===== config.mk =====
export PLATFORM = sky130hd
export DESIGN_NAME = sp_mem_req_ctrl_flat
export DESIGN_NICKNAME = d
export VERILOG_FILES = /design/src/rtl/sp_mem_req_ctrl_if.sv /design/src/rtl/sp_mem_req_ctrl.sv /design/src/flat_wrapper.sv
export SDC_FILE = /design/constraint.sdc
export NUM_CORES = 1
export LEC_CHECK = 0
export BUFFER_PORTS_ARGS = -buffer_cell sky130_fd_sc_hd__buf_2
export CORE_ASPECT_RATIO = 0.75
export CORE_MARGIN = 2
export CORE_UTILIZATION = 50
export CTS_BUF_LIST = sky130_fd_sc_hd__clkbuf_8
export DETAILED_ROUTE_END_ITERATION = 10
export GPL_TIMING_DRIVEN = 1
export PLACE_DENSITY = 0.81
export SLEW_MARGIN = 20
export SYNTH_ARGS = -nofsm -noshare
export SYNTH_HDL_FRONTEND = slang
export SYNTH_SLANG_ARGS = --single-unit

===== constraint.sdc =====
create_clock -name clk -period 2.6 [get_ports clk]
set_input_delay 0.65 -clock clk [delete_from_list [all_inputs] [get_ports clk]]
set_output_delay 0.65 -clock clk [all_outputs]
set_load 0.03 [all_outputs]

===== src/rtl/sp_mem_req_ctrl_if.sv =====
// Request/response bus between a PULP-style master and the single-port SRAM front-end.
// Carries the req/gnt request channel and the rvalid/rready response channel.
interface sp_mem_req_ctrl_if #(
    parameter int DW = 32,
    parameter int AW = 10
);
    logic            req;
    logic            gnt;
    logic            we;
    logic [AW-1:0]   addr;
    logic [DW/8-1:0] be;
    logic [DW-1:0]   wdata;
    logic            rvalid;
    logic            rready;
    logic [DW-1:0]   rdata;

    modport master (
        output req, we, addr, be, wdata, rready,
        input  gnt, rvalid, rdata
    );

    modport slave (
        input  req, we, addr, be, wdata, rready,
        output gnt, rvalid, rdata
    );
endinterface


===== src/rtl/sp_mem_req_ctrl.sv =====
// Front-end for a 1-cycle-latency single-port SRAM: req/gnt in, rvalid/rready out, 2-entry response FIFO.
// Optional power-up clear sweep of the whole SRAM is enabled with the SP_MEM_INIT_EN macro.
module sp_mem_req_ctrl #(
    parameter int DW = 32,
    parameter int AW = 10
) (
    input  logic            clk,
    input  logic            rst_n,
    sp_mem_req_ctrl_if.slave bus,
    output logic            init_busy_o,
    output logic            mem_en_o,
    output logic            mem_we_o,
    output logic [AW-1:0]   mem_addr_o,
    output logic [DW/8-1:0] mem_be_o,
    output logic [DW-1:0]   mem_wdata_o,
    input  logic [DW-1:0]   mem_rdata_i
);

    localparam int BW = DW / 8;

    logic          pending;
    logic          pend_rd;
    logic [DW-1:0] fifo_q [2];
    logic          rd_ptr;
    logic          wr_ptr;
    logic [1:0]    occ;

    logic          grant;
    logic          credit_ok;
    logic          fifo_nonempty;
    logic          fifo_pop;
    logic          fifo_push;
    logic [DW-1:0] resp_data;

    logic          clr_en;
    logic [AW-1:0] clr_addr;

`ifdef SP_MEM_INIT_EN
    typedef enum logic [1:0] {
        INIT_IDLE  = 2'd0,
        INIT_CLEAR = 2'd1,
        INIT_DONE  = 2'd2
    } init_state_e;

    init_state_e   state;
    init_state_e   state_next;
    logic [AW-1:0] clr_addr_q;

    always_ff @(posedge clk or negedge rst_n) begin
        if (!rst_n) begin
            state      <= INIT_IDLE;
            clr_addr_q <= '0;
        end else begin
            state <= state_next;
            if (state == INIT_CLEAR) begin
                clr_addr_q <= clr_addr_q + AW'(1);
            end
        end
    end

    always_comb begin
        state_next = state;
        case (state)
            INIT_IDLE:  state_next = INIT_CLEAR;
            INIT_CLEAR: if (&clr_addr_q) state_next = INIT_DONE;
            default:    state_next = INIT_DONE;
        endcase
    end

    always_comb begin
        init_busy_o = (state != INIT_DONE);
        clr_en      = (state == INIT_CLEAR);
        clr_addr    = clr_addr_q;
    end
`else
    assign init_busy_o = 1'b0;
    assign clr_en      = 1'b0;
    assign clr_addr    = '0;
`endif

    // A grant needs a free slot counting both buffered and in-flight responses.
    assign fifo_nonempty = (occ != 2'd0);
    assign credit_ok     = ({1'b0, occ} + {2'b00, pending}) < 3'd2;
    assign grant         = bus.req & ~init_busy_o & credit_ok;
    assign bus.gnt       = grant;

    assign resp_data  = pend_rd ? mem_rdata_i : '0;
    assign bus.rvalid = fifo_nonempty | pending;
    assign bus.rdata  = fifo_nonempty ? fifo_q[rd_ptr] : (pending ? resp_data : '0);

    // The in-flight response bypasses the FIFO only when it is empty and the master takes it.
    assign fifo_pop  = fifo_nonempty & bus.rready;
    assign fifo_push = pending & (fifo_nonempty | ~bus.rready);

    always_comb begin
        mem_en_o    = grant;
        mem_we_o    = grant & bus.we;
        mem_addr_o  = bus.addr;
        mem_be_o    = bus.be;
        mem_wdata_o = bus.wdata;
        if (clr_en) begin
            mem_en_o    = 1'b1;
            mem_we_o    = 1'b1;
            mem_addr_o  = clr_addr;
            mem_be_o    = {BW{1'b1}};
            mem_wdata_o = '0;
        end
    end

    always_ff @(posedge clk or negedge rst_n) begin
        if (!rst_n) begin
            pending <= 1'b0;
            pend_rd <= 1'b0;
        end else begin
            pending <= grant;
            pend_rd <= grant & ~bus.we;
        end
    end

    always_ff @(posedge clk or negedge rst_n) begin
        if (!rst_n) begin
            fifo_q[0] <= '0;
            fifo_q[1] <= '0;
            rd_ptr    <= 1'b0;
            wr_ptr    <= 1'b0;
            occ       <= 2'd0;
        end else begin
            if (fifo_push) begin
                fifo_q[wr_ptr] <= resp_data;
                wr_ptr         <= ~wr_ptr;
            end
            if (fifo_pop) begin
                rd_ptr <= ~rd_ptr;
            end
            occ <= occ + {1'b0, fifo_push} - {1'b0, fifo_pop};
        end
    end

endmodule

===== src/flat_wrapper.sv =====
// flat-port wrapper written by rule: the top's interface ports become plain ports
module sp_mem_req_ctrl_flat 
#(
    parameter int DW = 32,
    parameter int AW = 10
)
  (clk, rst_n, init_busy_o, mem_en_o, mem_we_o, mem_addr_o, mem_be_o, mem_wdata_o, mem_rdata_i, bus_req, bus_we, bus_addr, bus_be, bus_wdata, bus_rready, bus_gnt, bus_rvalid, bus_rdata);
  sp_mem_req_ctrl_if #(.DW(DW), .AW(AW)) bus_i ();
  input  logic clk;
  input  logic rst_n;
  output logic init_busy_o;
  output logic mem_en_o;
  output logic mem_we_o;
  output logic [AW-1:0] mem_addr_o;
  output logic [DW/8-1:0] mem_be_o;
  output logic [DW-1:0] mem_wdata_o;
  input  logic [DW-1:0] mem_rdata_i;
  input wire logic [$bits(bus_i.req)-1:0] bus_req;
  input wire logic [$bits(bus_i.we)-1:0] bus_we;
  input wire logic [$bits(bus_i.addr)-1:0] bus_addr;
  input wire logic [$bits(bus_i.be)-1:0] bus_be;
  input wire logic [$bits(bus_i.wdata)-1:0] bus_wdata;
  input wire logic [$bits(bus_i.rready)-1:0] bus_rready;
  output wire logic [$bits(bus_i.gnt)-1:0] bus_gnt;
  output wire logic [$bits(bus_i.rvalid)-1:0] bus_rvalid;
  output wire logic [$bits(bus_i.rdata)-1:0] bus_rdata;
  assign bus_i.req = bus_req;
  assign bus_i.we = bus_we;
  assign bus_i.addr = bus_addr;
  assign bus_i.be = bus_be;
  assign bus_i.wdata = bus_wdata;
  assign bus_i.rready = bus_rready;
  assign bus_gnt = bus_i.gnt;
  assign bus_rvalid = bus_i.rvalid;
  assign bus_rdata = bus_i.rdata;
  sp_mem_req_ctrl #(.DW(DW), .AW(AW)) u_core (.clk(clk), .rst_n(rst_n), .bus(bus_i), .init_busy_o(init_busy_o), .mem_en_o(mem_en_o), .mem_we_o(mem_we_o), .mem_addr_o(mem_addr_o), .mem_be_o(mem_be_o), .mem_wdata_o(mem_wdata_o), .mem_rdata_i(mem_rdata_i));
endmodule

==> out/qor.txt, run 1 <==
worst-case reg-to-reg path depth = 6
pre-CTS setup slack = 0.422 ns
critical path peak fanout = 49
worst path arrival time = 1.76 ns
XOR/XNOR share of the synthesized area = 0.655%
initial antenna violation count = 0
Clock Path Buffers = 2
top cells by count, synth = dfrtp_1, mux2_2, buf_4, and2_1, mux2i_1
Worst VDD drop = 0.810 mV
#FFs+latches synth = 70
Final WS setup = 0.192 ns
cell area after synthesis = 4010 sq um
status = finished clean
Buf/Inv on CP = 2
EDFF count, synth = 0
Clock Sinks = 70
first-pass GRT wire length = 12600 um
relative slew slack = 63.5%
Yosys top cell by area = dfrtp_1
crit path from = u_core.occ[1]
ys async rst share = 100%
Synth Area in Simple Gates = 11.4%
Final min period = 2.41 ns
area of the multi-input gates = 1760 sq um
top-count cell post-synth = dfrtp_1
Final Skew = 0.0103 ns
drt pass-1 iters = 4
Clock transition at path regs = 0.08 ns
Util after Layout = 55.9%
initial core utilization = 51.1%
DIE HEIGHT = 81.6 um
adder-cell share of the synthesized area = 0.312%
Synth Warn # = 0
crit path capture type = output port
CTS root buf = clkbuf_8
WP depth = 5
Fill cells = 702
drt drc = 0
syn_area_per_cell = 11.4 sq um
share of cells above drive strength 1 = 45.4%
sequential share of the synthesized area = 43.6%
cells along the critical path = nor2_4 -> buf_12 -> nand3_1 -> o21ai_0 -> buf_2
Setup Viol. Count Final = 0
Routed WL = 7560 um
Final Slew Violations = 0
CP endpoint = bus_rdata[2]
wire per inst = 15.5 um
post-synthesis mux area share = 25.9%
R2R setup slack = 0.54 ns
Slowest cell on crit path = dfrtp_1
core area = 7850 sq um
sum of negative setup slack = 0 ns
crit share post-route = 92.6%
grt ovf = 0
n_diodes = 0
Initial DRC Count = 118
syn nets = 436
Primary FF master, synth = dfrtp_1
Die ar. = 8770 sq um
HPWL Detailed = 5230 um
TritonCTS Buffers = 9
largest net degree at the start of global routing = 50
CP max stage delay = 0.51 ns
worst r2r src = u_core.occ[1]
Clock Latency Late Sink = 0.34 ns
pwr dens = 1140 nW/um^2
endpoints failing hold = 0
Post-Synthesis Cells = 352
Synth cell types = 32
port bufs = 72
TritonCTS clock tree = yes
# hold bufs at CTS = 0
Max Fclk = 0.415 GHz
worst-margin pin slew = 0.547 ns
Area Growth Syn to Fin = 9.20%
hold_ws = 0.292 ns
die width = 107 um
H-tree levels = 3
maxcap violations = 0
RSZ-0062 raised after global routing = false
Pwr Total = 5.01 mW
family with the most delay on the worst path = flip-flops
main combinational cell family by area after synthesis = multiplexers
vias in the first global route = 2606
global placer's final weighted congestion = 0.844
WS Path Type = reg -> out
fin nets = 462
RR Endpoint = u_core.occ[1]
num ports = 166
GRT Util Overall = 18.4%
number of vias in the routed layout = 2607
Worst setup SP type = register
Reg area = 1750 sq um
FP Rows = 28
Leak = 2.21 nW
min-delay worst type = in -> async
Vias/cell = 5.34
share of the synthesized area in the top cell type = 43.6%
Synth Area in Compound Gates = 5.14%
Routed Antenna Nets = 0
Req. time, crit path = 1.95 ns
leading post-synthesis cells by cell area = dfrtp_1, mux2_2, buf_4
-- report_power, final --
part           switching, mW  internal [mW]  leakage, nW
combinational           1.30          0.982         1.16
clock                  0.405          0.543        0.106
sequential             0.265           1.51        0.949
-- through the flow --
stage | cell area [sq um] | instances
finish | 4380 | 488
global route | 4380 | 488
CTS | 4360 | 485
detailed placement | 4140 | 469
global placement | 4140 | 469
floorplan | 4020 | 352
-- cell usage in the layout, fill, tap and decap left out, types with 2 or more instances in the layout --
| master | n |
|---|---|
| mux2i_1 | 32 |
| inv_1 | 3 |
| mux2_2 | 63 |
| buf_4 | 11 |
| o2bb2ai_1 | 8 |
| nand3_1 | 24 |
| and2_1 | 33 |
| o21ai_0 | 24 |
| clkinvlp_4 | 2 |
| buf_2 | 72 |
| bufinv_16 | 2 |
| nor3b_4 | 2 |
| clkbuf_8 | 9 |
| buf_12 | 3 |
| nor2_4 | 2 |
| dfrtp_1 | 69 |
| nor2b_1 | 3 |
| nand3b_1 | 2 |
| xor2_1 | 2 |
-- worst min path at each step --
stage | startpoint | end | slack, ns | depth (start not counted)
floorplan | rst_n | u_core.fifo_q[0] | 0.35 | 0
global placement | u_core.fifo_q[8] | u_core.fifo_q[8] | 0.47 | 1
detailed placement | u_core.fifo_q[8] | u_core.fifo_q[8] | 0.49 | 1
CTS | rst_n | u_core.fifo_q[56] | 0.30 | 1
global route | rst_n | u_core.fifo_q[56] | 0.31 | 1
finish | rst_n | u_core.fifo_q[56] | 0.29 | 1
-- metal layers --
layer,vias to the layer above,global-route usage [%],routed length (um)
met1,1275,23.6,3470
met4,0,6.92,140
met2,85,30.8,3560
met5,-,0,0
met3,20,4.44,384
li1,1227,-,-
-- layout make-up --
type | count | area share [%]
clock inverter | 7 | 2.23
sequential | 70 | 40.0
tap | 105 | 3.00
inverter | 3 | 0.257
clock buffer | 9 | 2.83
timing repair buffer | 86 | 11.5
multi-input combinational | 208 | 40.2
-- sequential cells by signal, summed over array words and instances (netlist names) --
register,count
u_core.pend_rd,1
u_core.wr_ptr,1
u_core.occ,2
u_core.pending,1
u_core.fifo_q,64
u_core.rd_ptr,1
-- cells by family (layout without fill, tap and decap cells) --
family / count (synthesis) / count (layout)
AND/OR/NAND/NOR: 73 / 73
XOR/XNOR: 3 / 3
AO/OA/AOI/OAI: 34 / 34
multiplexers: 96 / 96
flip-flops: 70 / 70
adder cells (fa/ha/maj): 1 / 1
other: 1 / 1
buffers and inverters: 74 / 105
-- what timing repair did --
action,4_1_cts,5_1_grt
resized for setup,0,1
endpoints found under the hold margin,0,0
setup buffers,0,3
endpoints found under the setup margin,0,22
No activity file was read; power rests on OpenSTA's default activity.
==> run 2: changes to the inputs <==
--- a/config.mk
+++ b/config.mk
@@ -6,12 +6,12 @@
 export NUM_CORES = 1
 export LEC_CHECK = 0
-export BUFFER_PORTS_ARGS = -buffer_cell sky130_fd_sc_hd__buf_2
 export CORE_ASPECT_RATIO = 0.75
 export CORE_MARGIN = 2
-export CORE_UTILIZATION = 50
+export CORE_UTILIZATION = 60
 export CTS_BUF_LIST = sky130_fd_sc_hd__clkbuf_8
 export DETAILED_ROUTE_END_ITERATION = 10
+export DONT_BUFFER_PORTS = 1
 export GPL_TIMING_DRIVEN = 1
-export PLACE_DENSITY = 0.81
+export PLACE_DENSITY = 0.74
 export SLEW_MARGIN = 20
 export SYNTH_ARGS = -nofsm -noshare
==> constraint.sdc (replaced) <==
create_clock -name clk -period 2.6 [get_ports clk]
set_input_delay 0.52 -clock clk [delete_from_list [all_inputs] [get_ports clk]]
set_output_delay 0.52 -clock clk [all_outputs]
set_load 0.03 [all_outputs]
==> out/qor.txt, run 2 (synthesis gave the netlist of run 1 again) <==
Leak = 2.00 nW (was 2.21 nW)
WS Path Type = reg -> out (unchanged)
port bufs = 0 (was 72)
initial core utilization = 62.9% (was 51.1%)
pwr dens = 1170 nW/um^2 (was 1140 nW/um^2)
Clock Latency Late Sink = 0.34 ns (about the same)
Routed WL = 7610 um (was 7560 um)
relative slew slack = 57.8% (was 63.5%)
most common cell after layout, fill and taps aside = dfrtp_1 (was buf_2)
core area = 6380 sq um (was 7850 sq um)
critical path peak fanout = 8 (was 49)
min-delay worst type = in -> async (unchanged)
met1 wire length = 3360 um (was 3470 um)
post-route insts no fill = 415 (was 488)
drt drc = 0 (unchanged)
most frequent cells in the layout = dfrtp_1, mux2_2, and2_1 (was buf_2, dfrtp_1, mux2_2)
Worst setup SP type = register (unchanged)
most flop-heavy register = u_core.fifo_q (unchanged)
DP Cell Count = 396 (was 469)
TritonCTS Buffers = 9 (unchanged)
fin nets = 411 (was 462)
status = finished clean (unchanged)
Pwr Total = 4.86 mW (was 5.01 mW)
DIE HEIGHT = 74.8 um (was 81.6 um)
drt pass-1 iters = 4 (unchanged)
Clock Sinks = 70 (unchanged)
Setup Fix Bufs, Post-CTS = 0 (unchanged)
largest net degree at the start of global routing = 71 (was 50)
top sig layer = met4 (unchanged)
RSZ-0062 raised after global routing = false (unchanged)
fin area = 4140 sq um (was 4380 sq um)
crit path capture type = output port (unchanged)
vias in the first global route = 2479 (was 2606)
Routed met2 length = 3490 um (was 3560 um)
worst-margin pin slew = 0.634 ns (was 0.547 ns)
number of vias in the routed layout = 2405 (was 2607)
grt ovf = 0 (unchanged)
maxcap violations = 0 (unchanged)
H-tree levels = 3 (unchanged)
num ports = 166 (unchanged)
Vias/cell = 5.80 (was 5.34)
Met3 Wirelength = 564 um (was 384 um)
HPWL Detailed = 5340 um (was 5230 um)
initial antenna violation count = 2 (was 0)
biggest regs = u_core.fifo_q: 64 flops, u_core.occ: 2 flops (unchanged)
Req. time, crit path = 2.08 ns (was 1.95 ns)
Routed Antenna Nets = 0 (unchanged)
Final Slew Violations = 0 (unchanged)
first-pass GRT wire length = 12500 um (was 12600 um)
global placer's final weighted congestion = 0.759 (was 0.844)
Initial DRC Count = 118 (unchanged)
crit path from = u_core.occ[1] (unchanged)
Clock transition at path regs = 0.07 ns (was 0.08 ns)
worst r2r src = u_core.occ[1] (unchanged)
worst path arrival time = 1.85 ns (was 1.76 ns)
endpoints failing hold = 0 (unchanged)
Die ar. = 7370 sq um (was 8770 sq um)
Final Skew = 0.00620 ns (was 0.0103 ns)
wire per inst = 18.3 um (was 15.5 um)
FP Rows = 25 (was 28)
share of cells above drive strength 1 = 36.1% (was 45.4%)
placed standard-cell area = 3920 sq um (was 4140 sq um)
Final min period = 2.37 ns (was 2.41 ns)
die width = 98.4 um (was 107 um)
Largest register FFs = 64 (unchanged)
Worst VDD drop = 0.729 mV (was 0.810 mV)
sum of negative setup slack = 0 ns (unchanged)
TritonCTS clock tree = yes (unchanged)
Area Growth Syn to Fin = 3.24% (was 9.20%)
Setup Viol. Count Final = 0 (unchanged)
CTS root buf = clkbuf_8 (unchanged)
crit share post-route = 91.2% (was 92.6%)
GRT Util Overall = 21.7% (was 18.4%)
Max Fclk = 0.422 GHz (was 0.415 GHz)
Clock Path Buffers = 2 (unchanged)
[run 2: changes by cell type in the layout (fill, tap and decap cells not counted), moves of 2 or more]
cell,previous run,this run
inv_1,3,5
buf_2,72,0
buf_4,11,31
diode_2,0,2
[run 2: per-stage QoR]
stage	hold WS [ns]	worst slack, ns	utilization, %
final	0.0482	0.228	64.9
after global routing	0.0542	0.0790	64.9
after CTS	0.0576	0.219	64.9
after detailed placement	0.226	0.600	61.4
after global placement	0.226	0.613	61.4
after floorplan	0.224	0.149	-
[run 2: timing repair]
action / CTS / global route
hold endpoints to repair: 70 / 0
gates resized for setup: 0 / 0
hold buffers: 1 / 0
[run 2: path summary, 6_finish.rpt]
kind / cells after the start / endpoint / slack [ns]
max: 3 / bus_rdata[24] / 0.23
min: 1 / u_core.fifo_q[37] / 0.05
max reg2reg: 6 / u_core.occ[1] / 0.60
min reg2reg: 1 / u_core.fifo_q[8] / 0.49
max in group asynchronous: 1 / u_core.fifo_q[48] / 2.25
min in group clk: 1 / u_core.pend_rd / 0.23
[run 2: final cells by class]
cell class,count,area [sq um]
Fill cell,532,2240
Multi-Input combinational cell,208,1760
Sequential cell,70,1750
Timing Repair Buffer,35,320
Clock buffer,9,124
Tap cell,81,101
Clock inverter,7,67.6
Inverter,3,11.3
Antenna cell,2,5.00
[run 2: report_power, final]
part           total (mW)  switching (mW)  internal, mW
registers            1.84           0.326          1.51
logic                2.19            1.21         0.976
clock network       0.831           0.394         0.437
[run 2: critical path: stages (launching register included)]
cell and delay (ns):
dfrtp_1 0.50, nor2_4 0.24, and3_1 0.41, o2bb2ai_1 0.36
[run 2: routing by layer]
layer	up-vias	track usage [%]
met5	-	0
met4	0	7.46
met3	26	7.89
met2	86	34.0
met1	1168	28.6
li1	1125	-
